$ cat src/rtl/pwm_seq_pkg.sv
// Shared types and defaults for the PWM duty sequencer.
// PWM_SEQ_SOFTSTOP_EN adds the STOPPING state to the encoding.
package pwm_seq_pkg;

  localparam int DW_DEFAULT   = 10;
  localparam int STEP_DEFAULT = 4;

  typedef enum logic [2:0] {
    IDLE     = 3'd0,
    RAMP     = 3'd1,
    RUN      = 3'd2,
`ifdef PWM_SEQ_SOFTSTOP_EN
    STOPPING = 3'd3,
`endif
    FAULT    = 3'd4
  } state_t;

endpackage

$ cat src/rtl/pwm_duty_sequencer_duty_ramp.sv
// Registered duty word that steps toward a target by STEP when enabled,
// clamping at the target so it never overshoots in either direction.
module duty_ramp
  import pwm_seq_pkg::*;
#(
  parameter int DW   = DW_DEFAULT,
  parameter int STEP = STEP_DEFAULT
) (
  input  logic          clk,
  input  logic          rst,
  input  logic          step_en,
  input  logic          clr,
  input  logic [DW-1:0] tgt,
  output logic [DW-1:0] d,
  output logic          done
);

  localparam logic [DW:0] STEP_W = (DW+1)'(STEP);

  logic [DW:0]   d_w;
  logic [DW:0]   tgt_w;
  logic [DW:0]   up_sum;
  logic [DW:0]   dn_diff;
  logic [DW-1:0] d_step;

  // One extra bit keeps the carry/borrow visible so the clamp also covers
  // saturation at 0 and at full scale.
  always_comb begin
    d_w     = {1'b0, d};
    tgt_w   = {1'b0, tgt};
    up_sum  = d_w + STEP_W;
    dn_diff = d_w - STEP_W;
    d_step  = d;
    if (d_w < tgt_w) begin
      d_step = (up_sum >= tgt_w) ? tgt : up_sum[DW-1:0];
    end else if (d_w > tgt_w) begin
      d_step = (dn_diff[DW] || (dn_diff < tgt_w)) ? tgt : dn_diff[DW-1:0];
    end
    done = (d_step == tgt);
  end

  always_ff @(posedge clk or posedge rst) begin
    if (rst) begin
      d <= '0;
    end else if (clr) begin
      d <= '0;
    end else if (step_en) begin
      d <= d_step;
    end
  end

endmodule

$ cat src/rtl/pwm_duty_sequencer.sv
// Soft-start/soft-stop sequencer for the PWM duty word with latched fault shutdown.
// Define PWM_SEQ_SOFTSTOP_EN to ramp down on stop; otherwise stop cuts duty at once.
module pwm_duty_sequencer
  import pwm_seq_pkg::*;
#(
  parameter int STEP = STEP_DEFAULT,
  parameter int DW   = DW_DEFAULT
) (
  input  logic          clk,
  input  logic          rst,
  input  logic          tick,
  input  logic          start,
  input  logic          stop,
  input  logic [DW-1:0] target,
  input  logic          fault,
  input  logic          fault_clr,
  output logic [DW-1:0] d,
  output logic          en,
  output logic          at_target,
  output logic          busy,
  output logic          fault_latched
);

  state_t        state_q;
  state_t        state_d;
  logic [DW-1:0] tgt_q;
  logic [DW-1:0] ramp_tgt;
  logic          latch;
  logic          step_en;
  logic          clr;
  logic          done;
  logic          busy_d;

  duty_ramp #(
    .DW   (DW),
    .STEP (STEP)
  ) u_ramp (
    .clk     (clk),
    .rst     (rst),
    .step_en (step_en),
    .clr     (clr),
    .tgt     (ramp_tgt),
    .d       (d),
    .done    (done)
  );

  // Kept apart from the next-state logic so the ramp's done flag never
  // loops back into its own target select.
  always_comb begin
    latch    = 1'b0;
    ramp_tgt = tgt_q;
    if (!fault && !stop && tick && ((state_q == RAMP) || (state_q == RUN))) begin
      latch    = 1'b1;
      ramp_tgt = target;
    end
`ifdef PWM_SEQ_SOFTSTOP_EN
    if (state_q == STOPPING) begin
      ramp_tgt = '0;
    end
`endif
  end

  always_comb begin
    state_d = state_q;
    step_en = 1'b0;
    clr     = 1'b0;
    if (fault) begin
      state_d = FAULT;
      clr     = 1'b1;
    end else begin
      case (state_q)
        IDLE: begin
          if (start && !stop) state_d = RAMP;
        end
        RAMP, RUN: begin
          if (stop) begin
`ifdef PWM_SEQ_SOFTSTOP_EN
            state_d = STOPPING;
`else
            state_d = IDLE;
            clr     = 1'b1;
`endif
          end else if (tick) begin
            if (state_q == RAMP) begin
              step_en = 1'b1;
              if (done) state_d = RUN;
            end else if (target != d) begin
              state_d = RAMP;
            end
          end
        end
`ifdef PWM_SEQ_SOFTSTOP_EN
        STOPPING: begin
          if (start && !stop) begin
            state_d = RAMP;
          end else if (d == '0) begin
            state_d = IDLE;
          end else if (tick) begin
            step_en = 1'b1;
          end
        end
`endif
        FAULT: begin
          if (fault_clr) state_d = IDLE;
        end
        default: begin
          state_d = IDLE;
          clr     = 1'b1;
        end
      endcase
    end
  end

  always_comb begin
    busy_d = (state_d == RAMP);
`ifdef PWM_SEQ_SOFTSTOP_EN
    busy_d = busy_d || (state_d == STOPPING);
`endif
  end

  // Status outputs are registered from the next state so they switch on
  // the same edge as the state register.
  always_ff @(posedge clk or posedge rst) begin
    if (rst) begin
      state_q       <= IDLE;
      tgt_q         <= '0;
      en            <= 1'b0;
      at_target     <= 1'b0;
      busy          <= 1'b0;
      fault_latched <= 1'b0;
    end else begin
      state_q       <= state_d;
      if (latch) tgt_q <= target;
      en            <= (state_d != IDLE) && (state_d != FAULT);
      at_target     <= (state_d == RUN);
      busy          <= busy_d;
      fault_latched <= (state_d == FAULT);
    end
  end

endmodule

$ cat config.mk
export PLATFORM = sky130hd
export DESIGN_NAME = pwm_duty_sequencer
export DESIGN_NICKNAME = d
export VERILOG_FILES = /design/src/rtl/pwm_seq_pkg.sv /design/src/rtl/pwm_duty_sequencer_duty_ramp.sv /design/src/rtl/pwm_duty_sequencer.sv
export SDC_FILE = /design/constraint.sdc
export NUM_CORES = 1
export LEC_CHECK = 0
export CAP_MARGIN = 20
export CORE_UTILIZATION = 28
export CTS_BUF_LIST = sky130_fd_sc_hd__clkbuf_4
export CTS_CLUSTER_DIAMETER = 100
export DETAILED_ROUTE_END_ITERATION = 8
export REMOVE_ABC_BUFFERS = 1
export SLEW_MARGIN = 5
export SYNTH_ARGS = -nofsm -noshare
export SYNTH_HDL_FRONTEND = slang
export SYNTH_HIERARCHICAL = 1
export SYNTH_SLANG_ARGS = --single-unit
$ cat constraint.sdc
create_clock -name clk -period 6.3 [get_ports clk]
set_input_delay 0.63 -clock clk [delete_from_list [all_inputs] [get_ports clk]]
set_output_delay 0.63 -clock clk [all_outputs]
set_load 0.1 [all_outputs]
==> results_dict.tcl <==
set metrics [dict create \
    timing.critical_path.required_ps 6530 \
    avgViaCountPerCell 5.38 \
    final_hold_viol_count 0 \
    areaGrowthSynthToFinish_pct 15.3 \
    route.vias.total 2676 \
    synth-seq-area-share_pct 23.7 \
    first_global_vias 2496 \
    coreArea_mm2 0.00982 \
    place.detailed.hpwl_um 6250 \
    global_route_wire_length_before_repair_um 12700 \
    power.leakage_nw 1.33 \
    detailedRoute.firstIterationViolations 202 \
    switch_share_pct 40.3 \
    dieArea_mm2 0.0106 \
    cts.path.max_buffers 2 \
    die-width_um 103 \
    min_period_ps 5680 \
    start_util_pct 29.0 \
    yosysWarningCount 6 \
    totalNegativeSetupSlack_ps 0 \
    timing.final.crit_share_pct 90.2 \
    clock_tree.root_cell "clkbuf_4" \
    worstPathArrival_ps 5920 \
    post-cts-setup-buffer-count 0 \
    layout-drive-gt1-share_pct 9.34 \
    hold-path-endpoint "tgt_q[1]" \
    final_setup_violation_count 0 \
    power.internal_mw 0.300 \
    cts_tree "done" \
    crit_path_end_kind "flop" \
    cpMaxStageDelayCell "o21ai_0" \
    regToRegSetupSlack_ps 880 \
    yosysTopAreaCellShare_pct 23.7 \
    top_cells_by_area_in_the_synthesized_netlist "dfrtp_1, ha_1, xnor2_1" \
    crit-reg2reg-capture "en" \
    power.clock.fraction_pct 15.2 \
    synth_enable_flop_cells 0 \
    cts-hold-fix-buffers 0 \
    drc 0 \
    die_h_um 103 \
    timing.slew.headroom_pct 35.0 \
    number_of_instances_in_the_synthesized_netlist 346 \
    syn-mean-instance-area_um2 8.24 \
    ant_nets 0 \
    critical_path.max_stage_delay_ps 680 \
    numPortBuffers 30 \
    worst_slack_setup_final_ps 616 \
    fin_worst_skew_ps 1.62 \
    slew_violations 0 \
    holdCritStartpoint "tgt_q[1]" \
    transition_time_at_the_pin_with_the_least_slew_margin_ps 972 \
    synth_cell_type_count 61 \
    unrepaired_setup_endpoints_after_global_routing "false" \
    cts.clk_slew.worst_paths_ps 150 \
    globalRouteOverflowTotal 0 \
    final_total_pwr_mw 0.503 \
    numCtsBuffers 3 \
    antenna-diode-count 0 \
    antenna_violations_before_repair 0 \
    wirelength_um 8020 \
    holdPathStages 1 \
    power_density_mw_per_mm2 153 \
    mappedNetlistArea_mm2 0.00285 \
    ioPinCount 31 \
    cpMostUsedCell "a21oi_1" \
    run_status "complete, no violations" \
    synth_async_sr_flop_share_pct 100 \
    crit_path_cell_trace "clkdlybuf4s50_1 -> nor4_2 -> nand2_2 -> mux2_2 -> inv_1 -> ha_1 -> nand2_1 -> o21ai_0 -> a21oi_1 -> o21ai_0 -> nor2_1 -> a22o_1 -> nor4b_2 -> o211a_1 -> nor4b_2 -> a21oi_1 -> a21oi_1 -> o32a_1 -> a2111oi_4 -> or2_1" \
    clock_tree.htree_level_count 1 \
    clock_sink_count 27 \
    finalWeightedCongestion 0.951 \
    irDropWorstVdd_v 0.0000810 \
    routedWlPerCell_um 16.1 \
    cp-start-kind "primary input" \
    yosys-top-cells-count "a21oi_1, dfrtp_1, ha_1, nand2_1, nor2_1" \
    critical_path_peak_fanout 10 \
    preCtsSetupSlack_ps 355 \
    power.share.sequential_pct 36.4 \
    fp-row-count 36 \
    maxCapViolCount 0 \
    clkLatencyLatePin_ps 320 \
    r2r_start "state_q[0]" \
    synth_top_area_cell "dfrtp_1" \
    achievable-frequency_mhz 176 \
    firstDrtPassIters 4 \
    seq_cells_post_synth 27 \
    reg2regPathDepth 20 \
    track_usage_pct 15.5 \
    cts_resized 0 \
    grt_start_max_net_pins 18 \
    post-synth-top-count-cell "a21oi_1" \
    critical_path_class "in2reg" \
    power.combinational.fraction_pct 48.4 \
    holdCritPathClass "reg2reg" \
    postSynth.topFlopCell "dfrtp_1" \
    switchingPower_mw 0.203 \
    nNetsFinal 409 \
]
[sequential cells by signal (all words and copies together) (netlist names)]
signal         count
at_target          1
busy               1
en                 1
fault_latched      1
state_q            3
tgt_q             10
u_ramp/d          10
[worst max path at each step]
stage	startpoint	to	slack, ps
floorplan	u_ramp/d[2]	en	1200
global placement	fault	en	390
detailed placement	fault	en	360
CTS	fault	en	670
global route	fault	en	190
finish	fault	en	620
[metal layers]
| metal | track usage (%) | vias to the layer above | share of wire (%) |
|---|---|---|---|
| met4 | 4.01 | 0 | 1.9 |
| li1 | - | 1305 | - |
| met1 | 21.6 | 1265 | 48 |
| met5 | 0 | - | 0 |
| met3 | 1.29 | 14 | 4.6 |
| met2 | 25.6 | 92 | 45 |
[stage by stage]
step                      instances  hold WS, ps  instance area (µm²)  utilization (%)
after floorplan                 326          470                 2760                -
after global routing            497          574                 3290             33.5
final                           497          556                 3290             33.5
after CTS                       497          560                 3290             33.5
after detailed placement        493          526                 3260             33.2
after global placement          493          510                 3260             33.2
[power by group through the flow]
stage,Clock [mW],Sequential [mW],Combinational [mW]
2_1_floorplan,0,0.193,0.165
3_3_place_gp,0,0.186,0.238
3_5_place_dp,0,0.187,0.239
4_1_cts,0.0793,0.183,0.240
5_1_grt,0.0848,0.184,0.267
6_report,0.0765,0.183,0.243
[worst max-delay path: cells and delay by family]
family          cells  cell delay [ps]
compound gates      9             2060
mux                 1              360
buf+inv             2              720
simple gates        7             1770
fa+ha+maj           1              370
[cells by family after synthesis]
| group | after synthesis | synth area share [%] |
|---|---|---|
| and+or+nand+nor | 110 | 21.2 |
| AOI/OAI and AO/OA | 99 | 23.0 |
| buffers and inverters | 40 | 5.84 |
| xor gates and xnor gates | 29 | 8.91 |
| adders and majority gates | 27 | 11.9 |
| DFF | 27 | 23.7 |
| muxes | 14 | 5.40 |
[cells in the final DEF (no fill, tap or decap), types with 4 or more instances in the layout]
| master | instances |
|---|---|
| a21oi_1 | 31 |
| clkdlybuf4s50_1 | 30 |
| dfrtp_1 | 27 |
| ha_1 | 27 |
| nand2_1 | 26 |
| nor2_1 | 26 |
| o21ai_0 | 23 |
| xnor2_1 | 21 |
| inv_1 | 20 |
| mux2_2 | 11 |
| nand3_1 | 9 |
| nor3_1 | 8 |
| xor2_1 | 8 |
| nand4_1 | 7 |
| o211ai_1 | 6 |
| nand2b_1 | 5 |
| or3_1 | 5 |
| buf_4 | 4 |
| o2111ai_1 | 4 |
[layout make-up]
class | instances | area [µm²]
Clock buffer | 3 | 22.5
Clock inverter | 1 | 7.51
Fill cell | 1062 | 6530
Inverter | 20 | 75.1
Multi-Input combinational cell | 279 | 2010
Sequential cell | 27 | 676
Tap cell | 133 | 166
Timing Repair Buffer | 34 | 330
No activity file was read; power rests on OpenSTA's default activity.
